[config.mk]
export PLATFORM = sky130hd
export DESIGN_NAME = mem_stage
export DESIGN_NICKNAME = d
export VERILOG_FILES = /design/src/rtl/mem_stage.sv
export SDC_FILE = /design/constraint.sdc
export NUM_CORES = 1
export LEC_CHECK = 0
export ABC_CLOCK_PERIOD_IN_PS = 5000
export BUFFER_PORTS_ARGS = -buffer_cell sky130_fd_sc_hd__buf_2
export CORE_UTILIZATION = 40
export DETAILED_ROUTE_END_ITERATION = 6
export GPL_TIMING_DRIVEN = 0
export PLACE_DENSITY = 0.78
export SYNTH_ARGS = -nofsm -noshare
export SYNTH_HDL_FRONTEND = slang
export SYNTH_SLANG_ARGS = --single-unit
[constraint.sdc]
create_clock -name clk -period 5 [get_ports clk]
set_input_delay 0.75 -clock clk [delete_from_list [all_inputs] [get_ports clk]]
set_output_delay 0.75 -clock clk [all_outputs]
set_load 0.03 [all_outputs]
[src/rtl/mem_stage.sv]
// rtl/mem_stage.sv - load/store memory stage with a single-outstanding request/response port
module mem_stage #(
    parameter int REG_ADDR_W = 5
) (
    input  logic                  clk,
    input  logic                  n_reset,
    input  logic                  valid_i,
    input  logic                  is_load_i,
    input  logic                  is_store_i,
    input  logic                  is_byte_i,
    input  logic                  wb_en_i,
    input  logic [REG_ADDR_W-1:0] rd_addr_i,
    input  logic [31:0]           alu_result_i,
    input  logic [31:0]           store_data_i,
    output logic                  stall_o,
    output logic                  err_o,
    output logic                  req_valid_o,
    input  logic                  req_ready_i,
    output logic                  req_we_o,
    output logic [31:0]           req_addr_o,
    output logic [3:0]            req_be_o,
    output logic [31:0]           req_wdata_o,
    input  logic                  resp_valid_i,
    input  logic [31:0]           resp_data_i,
    output logic                  wb_valid_o,
    output logic [REG_ADDR_W-1:0] wb_addr_o,
    output logic [31:0]           wb_data_o
);

    typedef enum logic [1:0] {S_IDLE, S_REQ, S_WAIT} state_t;

    state_t                  state, state_nxt;
    logic                    is_mem, misaligned, accept, accept_mem;
    logic [3:0]              be_nxt;
    logic [31:0]             wdata_nxt;
    logic [7:0]              load_byte;
    logic [REG_ADDR_W-1:0]   rd_q;
    logic [1:0]              off_q;
    logic                    byte_q;

    assign is_mem     = is_load_i | is_store_i;
    assign misaligned = !is_byte_i && (alu_result_i[1:0] != 2'b00);
    assign accept     = (state == S_IDLE) && valid_i;
    assign accept_mem = accept && is_mem && !misaligned;

    // Nothing can be accepted while reset is held, so the stall is forced low too.
    assign stall_o = n_reset & ((state != S_IDLE) | accept_mem);

    always_comb begin
        state_nxt = state;
        be_nxt    = 4'b1111;
        wdata_nxt = store_data_i;
        load_byte = resp_data_i[{off_q, 3'b000} +: 8];
        if (is_byte_i && is_store_i) begin
            be_nxt    = 4'b0001 << alu_result_i[1:0];
            wdata_nxt = {4{store_data_i[7:0]}};
        end
        case (state)
            S_IDLE: if (accept_mem) state_nxt = S_REQ;
            S_REQ:  if (req_ready_i) state_nxt = req_we_o ? S_IDLE : S_WAIT;
            S_WAIT: if (resp_valid_i) state_nxt = S_IDLE;
            default: state_nxt = S_IDLE;
        endcase
    end

    always_ff @(posedge clk or negedge n_reset) begin
        if (!n_reset) begin
            state <= S_IDLE;
        end else begin
            state <= state_nxt;
        end
    end

    always_ff @(posedge clk or negedge n_reset) begin
        if (!n_reset) begin
            err_o       <= 1'b0;
            req_valid_o <= 1'b0;
            req_we_o    <= 1'b0;
            req_addr_o  <= '0;
            req_be_o    <= '0;
            req_wdata_o <= '0;
            wb_valid_o  <= 1'b0;
            wb_addr_o   <= '0;
            wb_data_o   <= '0;
            rd_q        <= '0;
            off_q       <= '0;
            byte_q      <= 1'b0;
        end else begin
            wb_valid_o <= 1'b0;
            err_o      <= 1'b0;
            if (accept) begin
                if (!is_mem) begin
                    wb_valid_o <= wb_en_i;
                    wb_addr_o  <= rd_addr_i;
                    wb_data_o  <= alu_result_i;
                end else if (misaligned) begin
                    err_o <= 1'b1;
                end else begin
                    // A load with is_store_i also set is issued as a store.
                    req_valid_o <= 1'b1;
                    req_we_o    <= is_store_i;
                    req_addr_o  <= {alu_result_i[31:2], 2'b00};
                    req_be_o    <= be_nxt;
                    req_wdata_o <= wdata_nxt;
                    rd_q        <= rd_addr_i;
                    off_q       <= alu_result_i[1:0];
                    byte_q      <= is_byte_i;
                end
            end
            if (state == S_REQ && req_ready_i) begin
                req_valid_o <= 1'b0;
            end
            if (state == S_WAIT && resp_valid_i) begin
                wb_valid_o <= 1'b1;
                wb_addr_o  <= rd_q;
                wb_data_o  <= byte_q ? {24'h0, load_byte} : resp_data_i;
            end
        end
    end

endmodule

**After elaboration in Yosys (flattened, before gate mapping)**

Cells that the tools add are included.

- Eq/ne operators: 7
- Shifts and indexed selects: 2
- Multiplexer cells: 24
- Bitwise logic cells: 4
- Reduce and logical (&&, ||, !) cells: 19

Operators by type and width:

| kind | count |
|---|---|
| 32-bit two-way mux | 5 |
| 32-bit by 6-bit variable part select with 8-bit output | 1 |
| 5-bit two-way mux | 3 |
| 1-bit two-way mux | 10 |
| 2-bit nonzero test | 5 |
| 3-bit AND reduction | 3 |
| 2-bit two-way mux | 4 |
| 1-bit logical AND | 7 |
| 2-bit inequality test (second input constant) | 3 |
| 2-bit one-hot mux with 3 select lines | 1 |
| 4-bit two-way mux | 1 |
| 2-bit by 1-bit inequality test with 1-bit output (second input constant) | 2 |
| 1-bit by 2-bit left shift with 4-bit output (first input constant) | 1 |
| 2-bit by 1-bit == test with 1-bit output (second input constant) | 1 |
| 2-bit == test (second input constant) | 1 |
| 1-bit zero test | 2 |
| 2-bit zero test | 1 |
| 1-bit OR | 2 |
| 2-bit AND reduction | 1 |
| 1-bit bitwise AND | 1 |
| 1-bit NOT | 1 |

- Register bits: 117
- Input port bits: 110
- Output and inout port bits: 110
- Word-level logic and storage cells: 69

**Logic depth before layout (Yosys ltp)**

Gate-level depths: netlist (run 1).

- Word-level depth: 6
- Mapped depth: 7

**Worst setup path before layout (run 1)**

OpenSTA, ideal clock, no wires.

- Kind: in2out
- From: input alu_result_i[1]
- To: output stall_o
- Data arrival time: 2356 ps
- Path slack: 1894 ps
- Stages on the path: 6
- Path buffers: 3
- Path through: clkbuf_1 o21bai_2 nand4_1 buf_2 buf_6 a21boi_0

- Cells in the longest elaborated chain, start to end: 6

RTL lines:

| element | line | source |
|---|---|---|
| start, declared | 13 | `input logic [31:0] alu_result_i,` |
| 2-bit nonzero test | 42 | `assign misaligned = !is_byte_i && (alu_result_i[1:0] != 2'b00);` |
| 1-bit logical AND | 42 |  |
| 1-bit zero test | 44 | `assign accept_mem = accept && is_mem && !misaligned;` |
| 1-bit logical AND | 44 |  |
| 1-bit OR | 47 | `assign stall_o = n_reset & ((state != S_IDLE) \| accept_mem);` |
| 1-bit bitwise AND | 47 |  |
| end, declared | 15 | `output logic stall_o,` |

No other way between the ends.

**Worst setup path in the final report (run 1)**

Same ends and word-level chain as after synthesis.

==> impl_metrics.env, run 1 <==
export IMPL_status="finished, final reports clean"
export IMPL_hold_path_class="in -> async"
export IMPL_finalPower_mw=4.74
export IMPL_p_leak_nw=3.46
export IMPL_drcViolationCount=0
export IMPL_viasPerCell=5.22
export IMPL_synth_seq_area_share=0.558
export IMPL_cts_repair_resized=0
export IMPL_ys_warn_count=0
export IMPL_cts_sinks=117
export IMPL_ctsLongestPathBuffers=2
export IMPL_overflow=0
export IMPL_yosysTopAreaCellShare=0.558
export IMPL_syn2layout_area_growth_pct=36.6
export IMPL_vias=4819
export IMPL_die_area_sq_mm=0.0136
export IMPL_crit_type="in -> out"
export IMPL_cts_tree="done"
export IMPL_ys_types=38
export IMPL_place_gp_congestion=0.871
export IMPL_syn_area_per_cell_sq_um=10.4
export IMPL_skew_ps=7.48
export IMPL_drv_cap=0
export IMPL_io_buffers=214
export IMPL_cp_required_ps=4250
export IMPL_top_level_ports=220
export IMPL_rows=41
export IMPL_post_route_period_util=0.626
export IMPL_power_density_mw_per_mm2=661
export IMPL_postRouteAntennaNets=0
export IMPL_netlist_instances=504
export IMPL_period_needed_ps=3130
export IMPL_post_cts_setup_buffers=0
export IMPL_yosys_top_cells_area="dfrtp_1, mux2_2, a21oi_1"
export IMPL_die_x_um=117
export IMPL_path_max_fanout=10
export IMPL_coreArea_sq_mm=0.0127
export IMPL_vdd_drop_max_uv=323
export IMPL_grtUsageTotal=0.249
export IMPL_worstSetupEndpointType="primary output"
export IMPL_reg2reg_from="state[0]"
export IMPL_htreeDepth=4
export IMPL_hold_viol=0
export IMPL_synthFlopType="dfrtp_1"
export IMPL_antenna_found_initial=0
export IMPL_drive_gt1_frac=0.419
export IMPL_synthArstFlopShare=1.00
export IMPL_grt_pass1_wl_mm=24.6
export IMPL_worst_pin_slew_ps=602
export IMPL_post_dp_hpwl_mm=12.4
export IMPL_startpoint_type="input port"
export IMPL_worstSkewPairLatency_ps=410
export IMPL_relSlewSlack=0.598
export IMPL_startpoint="alu_result_i[1]"
export IMPL_finalSetupViolCount=0
export IMPL_grt_max_degree=80
export IMPL_num_antenna_cells=0
export IMPL_fmax_mhz=319
export IMPL_rrSetupSlack_ps=3110
export IMPL_maxSlewViolCount=0
export IMPL_arrival_ps=2380
export IMPL_die_h_um=117
export IMPL_tns_ps=0
export IMPL_synth_edf_count=0
export IMPL_drt_iter0_markers=491
export IMPL_wl_per_cell_um=17.8
export IMPL_drtPass1Iterations=5
export IMPL_root_buffer="clkbuf_16"
export IMPL_ys_ff_latch=117
export IMPL_ctsHoldBuffers=0
export IMPL_cts_buffers=17
export IMPL_r2r_end="req_addr_o[27]"
export IMPL_grt_pass1_vias=4657
export IMPL_nets=849
export IMPL_endpoint="stall_o"
export IMPL_synth_cell_area_sq_mm=0.00525
export IMPL_start_util=0.412
export IMPL_clk_pin_slew_worst_paths_ps=50
export IMPL_wirelength_mm=16.4
export IMPL_rsz0062_at_grt="no"
export IMPL_synth_top_area_cell="dfrtp_1"
export IMPL_rr_worst_depth=5
[worst max-delay path, cell delays in order]
cell and delay, ps:
clkbuf_1 190, o21bai_2 230, nand4_1 310, buf_2 320, buf_6 180, a21boi_0 160, buf_2 230
[power breakdown]
part	internal [mW]	switching [mW]
clock	0.797	0.415
sequential	1.35	0.204
combinational	0.615	1.36
total	2.76	1.98
[cells by family (layout without fill, tap and decap cells)]
| family | Yosys count | count (layout) | synth area share |
|---|---|---|---|
| XOR/XNOR | 2 | 2 | 0.00334 |
| buffers and inverters | 53 | 300 | 0.0479 |
| AND/OR/NAND/NOR | 132 | 132 | 0.118 |
| multiplexers | 52 | 52 | 0.110 |
| AO/OA/AOI/OAI | 147 | 147 | 0.162 |
| flip-flops | 117 | 117 | 0.558 |
| other | 1 | 2 | 0.000715 |
[per-stage QoR]
step | cells | cell area, sq um | hold WS (ps) | worst slack [ps] | util
after floorplan | 505 | 5250 | 454 | 1890 | -
after global placement | 891 | 6540 | 459 | 965 | 0.514
after detailed placement | 892 | 6570 | 465 | 1860 | 0.516
after CTS | 924 | 7170 | 256 | 1850 | 0.563
after global routing | 924 | 7170 | 260 | 1690 | 0.563
final | 924 | 7170 | 250 | 1870 | 0.563
[per-layer routing]
| layer | vias up | share of wire | track usage |
|---|---|---|---|
| li1 | 2250 | - | - |
| met1 | 2331 | 0.43 | 0.336 |
| met2 | 199 | 0.47 | 0.372 |
| met3 | 39 | 0.064 | 0.0633 |
| met4 | 0 | 0.033 | 0.123 |
| met5 | - | 0 | 0 |
[worst min-delay path by stage]
| stage | end | slack [ps] | from | cells after the start |
|---|---|---|---|---|
| floorplan | byte_q | 450 | n_reset | 0 |
| global placement | req_wdata_o[21] | 460 | req_wdata_o[21] | 2 |
| detailed placement | req_wdata_o[30] | 460 | req_wdata_o[30] | 2 |
| CTS | req_addr_o[11] | 260 | n_reset | 1 |
| global route | req_addr_o[10] | 260 | n_reset | 1 |
| finish | req_addr_o[11] | 250 | n_reset | 1 |
[cells in the mapped netlist (all sizes together), types with 2 or more instances]
master and count:
dfrtp 117, a21oi 80, nand2 47, mux2 44, nor2 41, o21ai 27, clkbuf 22, buf 20
nor3b 16, a31oi 13, inv 11, and3 9, a32oi 8, mux2i 8, nor3 8, o211ai 8
nand2b 3, a22o 2, o21a 2, or2 2, xor2 2
[sequential cells by signal (all words and copies together) (netlist names)]
signal and flops:
wb_addr_o 5, req_valid_o 1, req_addr_o 30, rd_q 5, req_we_o 1, req_wdata_o 32
wb_valid_o 1, state 2, byte_q 1, err_o 1, off_q 2, wb_data_o 32
req_be_o 4
[area by class of cell]
cell class,instances,area (sq um)
Inverter,11,41.3
Multi-Input combinational cell,335,2070
Fill cell,1180,5550
Tap cell,172,215
Timing Repair Buffer,215,1100
Sequential cell,117,2930
Clock inverter,8,96.3
Clock buffer,24,502
Buffer,42,210
[cells in the final DEF (no fill, tap or decap), drive strengths merged]
cell type / n
dfrtp: 117
clkinvlp: 1
o21bai: 1
a21boi: 1
conb: 2
clkbuf: 46
xor2: 2
and3: 9
a2bb2oi: 1
nand2: 47
o21a: 2
o21ai: 27
nor2: 41
o32ai: 1
mux2: 44
nand4: 1
nor3: 8
and2: 1
nand3b: 1
a22o: 2
clkinv: 5
mux2i: 8
or4b: 1
nand2b: 3
a21o: 1
a21oi: 80
o22ai: 1
a31oi: 13
or2: 2
a32o: 1
o211ai: 8
nand3: 1
nor3b: 16
inv: 11
a32oi: 8
nor2b: 1
bufinv: 2
buf: 235
No activity file was read; power rests on OpenSTA's default activity.
==> inputs of run 2 (changes only) <==
Settings changed: ABC_AREA set to 1, ABC_CLOCK_PERIOD_IN_PS 5000 to 3000, PLACE_DENSITY 0.78 to 0.77.
Clock period 5 ns to 3 ns, I/O delays scaled along.
==> impl_metrics.env, run 2 <==
export IMPL_status="finished, violations left"
export IMPL_violations="negative hold slack"
export IMPL_finalSetupViolCount=0
export IMPL_netlist_instances=750
export IMPL_crit_type="reg -> out"
export IMPL_rsz0062_at_grt="no"
export IMPL_drive_gt1_frac=0.284
export IMPL_drtPass1Iterations=5
export IMPL_overflow=0
export IMPL_vdd_drop_max_uv=459
export IMPL_grt_pass1_vias=5521
export IMPL_critPathBufInv=3
export IMPL_synthArstFlopShare=1.00
export IMPL_p_leak_nw=4.43
export IMPL_period_needed_ps=2380
export IMPL_worstSkewPairLatency_ps=420
export IMPL_viasPerCell=4.80
export IMPL_maxSlewViolCount=0
export IMPL_worstSetupEndpointType="primary output"
export IMPL_ys_types=25
export IMPL_drv_cap=0
export IMPL_ctsHoldBuffers=0
export IMPL_switching_share=0.440
export IMPL_power_density_mw_per_mm2=1060
export IMPL_mostFrequentLayoutCells="nand2_1, buf_2, dfrtp_1, o21ai_0, inv_1"
export IMPL_layoutNonFillerInstCount=1175
export IMPL_syn_area_per_cell_sq_um=7.37
export IMPL_num_antenna_cells=0
export IMPL_coreArea_sq_mm=0.0133
export IMPL_synth_cell_area_sq_mm=0.00553
export IMPL_rows=42
export IMPL_place_gp_congestion=0.913
export IMPL_clk_pin_slew_worst_paths_ps=50
export IMPL_startpoint_type="register"
export IMPL_wirelength_mm=17.7
export IMPL_worst_pin_slew_ps=596
export IMPL_grt_pass1_wl_mm=28.5
export IMPL_crit_path_cell_trace="inv_2, nand3_2, nor2_2, nand2_2, buf_2, a31oi_1, buf_2"
export IMPL_path_max_fanout=10
export IMPL_top_level_ports=220
export IMPL_synth_seq_area_share=0.529
export IMPL_cp_common_cell="buf_2"
export IMPL_wl_per_cell_um=15.1
export IMPL_path_delay_family="buffers and inverters"
export IMPL_root_buffer="clkbuf_16"
export IMPL_dpl_cell_count=1145
export IMPL_synthFlopType="dfrtp_1"
export IMPL_reg_top3="req_wdata_o x32, wb_data_o x32, req_addr_o x30"
export IMPL_cts_buffers=17
export IMPL_cts_tree="done"
export IMPL_crit_slowest_cell="dfrtp_1"
export IMPL_ys_warn_count=0
export IMPL_yosys_top_cells_count="nand2_1, dfrtp_1, o21ai_0"
export IMPL_drcViolationCount=0
export IMPL_vias=5642
export IMPL_syn2layout_area_growth_pct=34.3
export IMPL_post_route_period_util=0.794
export IMPL_cts_sinks=117
export IMPL_fmax_mhz=420
export IMPL_htreeDepth=4
export IMPL_drt_iter0_markers=437
export IMPL_synth_top_area_cell="dfrtp_1"
export IMPL_fin_hold_ws_ps=-2.67
export IMPL_io_buffers=217
export IMPL_cp_required_ps=2550
export IMPL_ctsLongestPathBuffers=2
export IMPL_start_util=0.414
export IMPL_seq_power_share=0.335
export IMPL_yosysTopAreaCellShare=0.529
export IMPL_grt_max_degree=61
export IMPL_layout_commonest_cell="nand2_1"
export IMPL_die_h_um=120
export IMPL_clock_power_share=0.245
export IMPL_relSlewSlack=0.600
export IMPL_post_dp_hpwl_mm=13.1
export IMPL_grtUsageTotal=0.263
export IMPL_slowest_delay_ps=420
export IMPL_synth_most_common_cell="nand2_1"
export IMPL_p_int_mw=4.40
export IMPL_antenna_found_initial=0
export IMPL_synth_edf_count=0
export IMPL_yosys_top_cells_area="dfrtp_1, nand2_1, o21ai_0"
export IMPL_die_area_sq_mm=0.0143
export IMPL_ys_ff_latch=117
export IMPL_arrival_ps=1930
export IMPL_cts_repair_resized=0
export IMPL_nets=1098
export IMPL_skew_ps=12.7
export IMPL_hold_viol=1
export IMPL_post_cts_setup_buffers=0
export IMPL_hold_path_class="in -> async"
export IMPL_die_x_um=120
export IMPL_pwr_share_comb=0.420
export IMPL_postRouteAntennaNets=0
export IMPL_switchingPower_mw=3.46
export IMPL_finalPower_mw=7.86
==> run 2: metal layers <==
| metal | up-vias | share of wire | global-route usage |
|---|---|---|---|
| met5 | - | 0 | 0 |
| met4 | 0 | 0.024 | 0.108 |
| met3 | 32 | 0.092 | 0.0741 |
| met2 | 293 | 0.48 | 0.429 |
| met1 | 2553 | 0.41 | 0.326 |
| li1 | 2764 | - | - |
==> run 2: worst reg2reg max path: cells and delay by family, from the launching register on <==
family | cells | cell delay [ps]
compound gates | 1 | 170
simple gates | 3 | 290
buf+inv | 2 | 720
flops | 1 | 420
==> run 2: per-stage QoR <==
stage	area [sq um]	utilization	setup WS, ps	TNS (ps)
floorplan	5530	-	1060	0
global placement	6840	0.512	-509	-1710
detailed placement	6870	0.515	765	0
CTS	7430	0.557	583	0
global route	7430	0.557	501	0
finish	7430	0.557	618	0
==> run 2: area by class of cell <==
cell class	instances	area (sq um)
clock buffer	26	509
inverter	42	160
sequential	117	2930
timing repair buffer	218	1120
multi-input combinational	555	2210
buffer	37	233
tap	176	220
fill	1290	5920
clock inverter	4	45.0
==> run 2: power groups by stage <==
stage / sequential [mW] / combinational [mW] / clock (mW)
4_1_cts: 2.63 / 3.31 / 1.95
2_1_floorplan: 3.83 / 0.973 / 0
3_5_place_dp: 2.63 / 3.30 / 0
6_report: 2.63 / 3.30 / 1.93
3_3_place_gp: 2.63 / 3.25 / 0
5_1_grt: 2.71 / 3.59 / 2.02
==> run 2: worst paths after layout <==
path	end	startpoint	cells past startpoint	slack, ps
min in group clk	state[0]	req_ready_i	2	230
worst min-delay path	req_addr_o[6]	n_reset	1	-3
worst max-delay path	stall_o	state[1]	7	620
worst max register to register	wb_data_o[14]	state[1]	6	1310
worst min register to register	wb_addr_o[2]	wb_addr_o[2]	2	470
max in group asynchronous	wb_valid_o	n_reset	2	2290
==> run 2: logic make-up (layout without fill, tap and decap cells) <==
group	count (synthesis)	after routing	synth area share
other cells	1	2	0.000678
compound gates	70	70	0.0652
buf+inv	79	327	0.0710
simple gates	483	483	0.334
flops	117	117	0.529
==> inputs of run 3 (changes only) <==
Settings changed: ABC_CLOCK_PERIOD_IN_PS 3000 to 2100, PLACE_DENSITY 0.77 to 0.8.
Clock period 3 ns to 2.1 ns, I/O delays scaled along.
==> impl_metrics.env, run 3 (synthesis results as in run 2) <==
export IMPL_reg_top3="req_wdata_o x32, wb_data_o x32, req_addr_o x30"
export IMPL_ctsLongestPathBuffers=2
export IMPL_hold_viol=0
export IMPL_root_buffer="clkbuf_16"
export IMPL_overflow=0
export IMPL_vdd_drop_max_uv=749
export IMPL_antenna_found_initial=0
export IMPL_grt_pass1_vias=5520
export IMPL_slowest_delay_ps=550
export IMPL_start_util=0.414
export IMPL_fill_cells=1230
export IMPL_p_leak_nw=4.48
export IMPL_tns_ps=0
export IMPL_vias=5700
export IMPL_clk_pin_slew_worst_paths_ps=50
export IMPL_startpoint_type="input port"
export IMPL_cts_tree="done"
export IMPL_path_max_fanout=34
export IMPL_path_delay_family="buffers and inverters"
export IMPL_layout_commonest_cell="nand2_1"
export IMPL_top_level_ports=220
export IMPL_drcViolationCount=0
export IMPL_crit_type="in -> out"
export IMPL_coreArea_sq_mm=0.0133
export IMPL_critPathBufInv=5
export IMPL_nets=1101
export IMPL_rows=42
export IMPL_viasPerCell=4.84
export IMPL_num_antenna_cells=0
export IMPL_r2r_end="req_addr_o[7]"
export IMPL_skew_ps=6.60
export IMPL_min_path_cells=3
export IMPL_wl_per_cell_um=15.0
export IMPL_drt_iter0_markers=408
export IMPL_finalSetupViolCount=0
export IMPL_grt_pass1_wl_mm=27.8
export IMPL_postRouteAntennaNets=0
export IMPL_hold_path_end="req_wdata_o[4]"
export IMPL_maxSlewViolCount=0
export IMPL_die_x_um=120
export IMPL_place_gp_congestion=0.926
export IMPL_io_buffers=217
export IMPL_period_needed_ps=2000
export IMPL_power_density_mw_per_mm2=1510
export IMPL_arrival_ps=1680
export IMPL_rrSetupSlack_ps=420
export IMPL_mostFrequentLayoutCells="nand2_1, buf_2, dfrtp_1, o21ai_0, inv_1"
export IMPL_die_h_um=120
export IMPL_crit_slowest_cell="dlygate4sd3_1"
export IMPL_multiInputGateArea_sq_mm=0.00222
export IMPL_drv_cap=0
export IMPL_drtPass1Iterations=4
export IMPL_wirelength_mm=17.6
export IMPL_cts_sinks=117
export IMPL_worstSkewPairLatency_ps=400
export IMPL_dpl_cell_count=1145
export IMPL_postLayoutSetupSlackWorst_ps=100
export IMPL_hold_start="store_data_i[4]"
export IMPL_grt_max_degree=69
export IMPL_cp_required_ps=1780
export IMPL_grtUsageTotal=0.253
export IMPL_crit_path_cell_trace="dlygate4sd3_1, buf_6, buf_16, inv_1, a31oi_1, clkbuf_4"
export IMPL_regArea_sq_mm=0.00293
export IMPL_layoutNonFillerInstCount=1178
export IMPL_fmax_mhz=500
export IMPL_hold_path_class="in -> reg"
export IMPL_syn2layout_area_growth_pct=36.1
export IMPL_die_area_sq_mm=0.0143
export IMPL_drive_gt1_frac=0.288
export IMPL_rsz0062_at_grt="no"
export IMPL_worstSetupEndpointType="primary output"
export IMPL_status="finished, final reports clean"
export IMPL_htreeDepth=4
export IMPL_post_dp_hpwl_mm=13.2
export IMPL_reg2reg_from="state[1]"
export IMPL_post_route_period_util=0.952
export IMPL_dp_slack_ps=204
export IMPL_cts_buffers=17
export IMPL_relSlewSlack=0.636
export IMPL_worst_pin_slew_ps=542
export IMPL_rr_worst_depth=9
## run 3: changes by cell type in the layout (fill, tap and decap cells not counted), sizes merged
cell / before / now
clkinv: 5 / 8
clkbuf: 31 / 26
dlygate4sd3: 0 / 1
bufinv: 1 / 3
clkinvlp: 0 / 2
## run 3: per-stage QoR
step / utilization / power, mW / instance area [sq um] / hold WS, ps
3_5_place_dp: 0.515 / 8.48 / 6870 / 290
6_report: 0.564 / 11.4 / 7520 / 123
2_1_floorplan: - / 6.86 / 5530 / 19.4
3_3_place_gp: 0.512 / 8.38 / 6840 / 456
4_1_cts: 0.561 / 11.4 / 7490 / 111
5_1_grt: 0.564 / 12.0 / 7520 / 117
## run 3: worst max path at each step
| stage | start | end | slack, ps | depth (start not counted) |
|---|---|---|---|---|
| 2_1_floorplan | state[1] | stall_o | 290 | 6 |
| 3_3_place_gp | n_reset | stall_o | -1130 | 4 |
| 3_5_place_dp | n_reset | stall_o | 200 | 5 |
| 4_1_cts | n_reset | stall_o | 8 | 6 |
| 5_1_grt | n_reset | stall_o | 60 | 6 |
| 6_report | n_reset | stall_o | 100 | 6 |
## run 3: power by group
part | total, mW | internal [mW] | switching (mW)
combinational | 4.74 | 1.34 | 3.40
clock | 2.87 | 1.87 | 1.00
sequential | 3.76 | 3.20 | 0.556
## run 3: layout make-up
class | instances | area share
multi-input combinational | 555 | 0.295
clock inverter | 11 | 0.0180
clock buffer | 19 | 0.0589
timing repair buffer | 222 | 0.158
buffer | 36 | 0.0303
sequential | 117 | 0.389
inverter | 42 | 0.0213
tap | 176 | 0.0293
## run 3: worst reg2reg max path, cell delays in order (launching register included)
cell and delay [ps]:
dfrtp_1 420, inv_2 90, nand3_2 120, nor2_2 170, nand2_4 70, buf_4 200
inv_4 150, buf_4 250, nand2_1 90, nand2_1 60
## run 3: repair_timing
action | in CTS | in global routing
gates cloned | 0 | 1
setup endpoints to repair | 1 | 1
buffers inserted | 0 | 1
hold buffers | 2 | 0
resized for setup | 1 | 1
hold endpoints to repair | 50 | 0
## run 3: per-layer routing
metal / share of wire / global-route usage
met5: 0 / 0
met2: 0.48 / 0.425
met1: 0.43 / 0.324
met3: 0.079 / 0.0537
met4: 0.016 / 0.0789
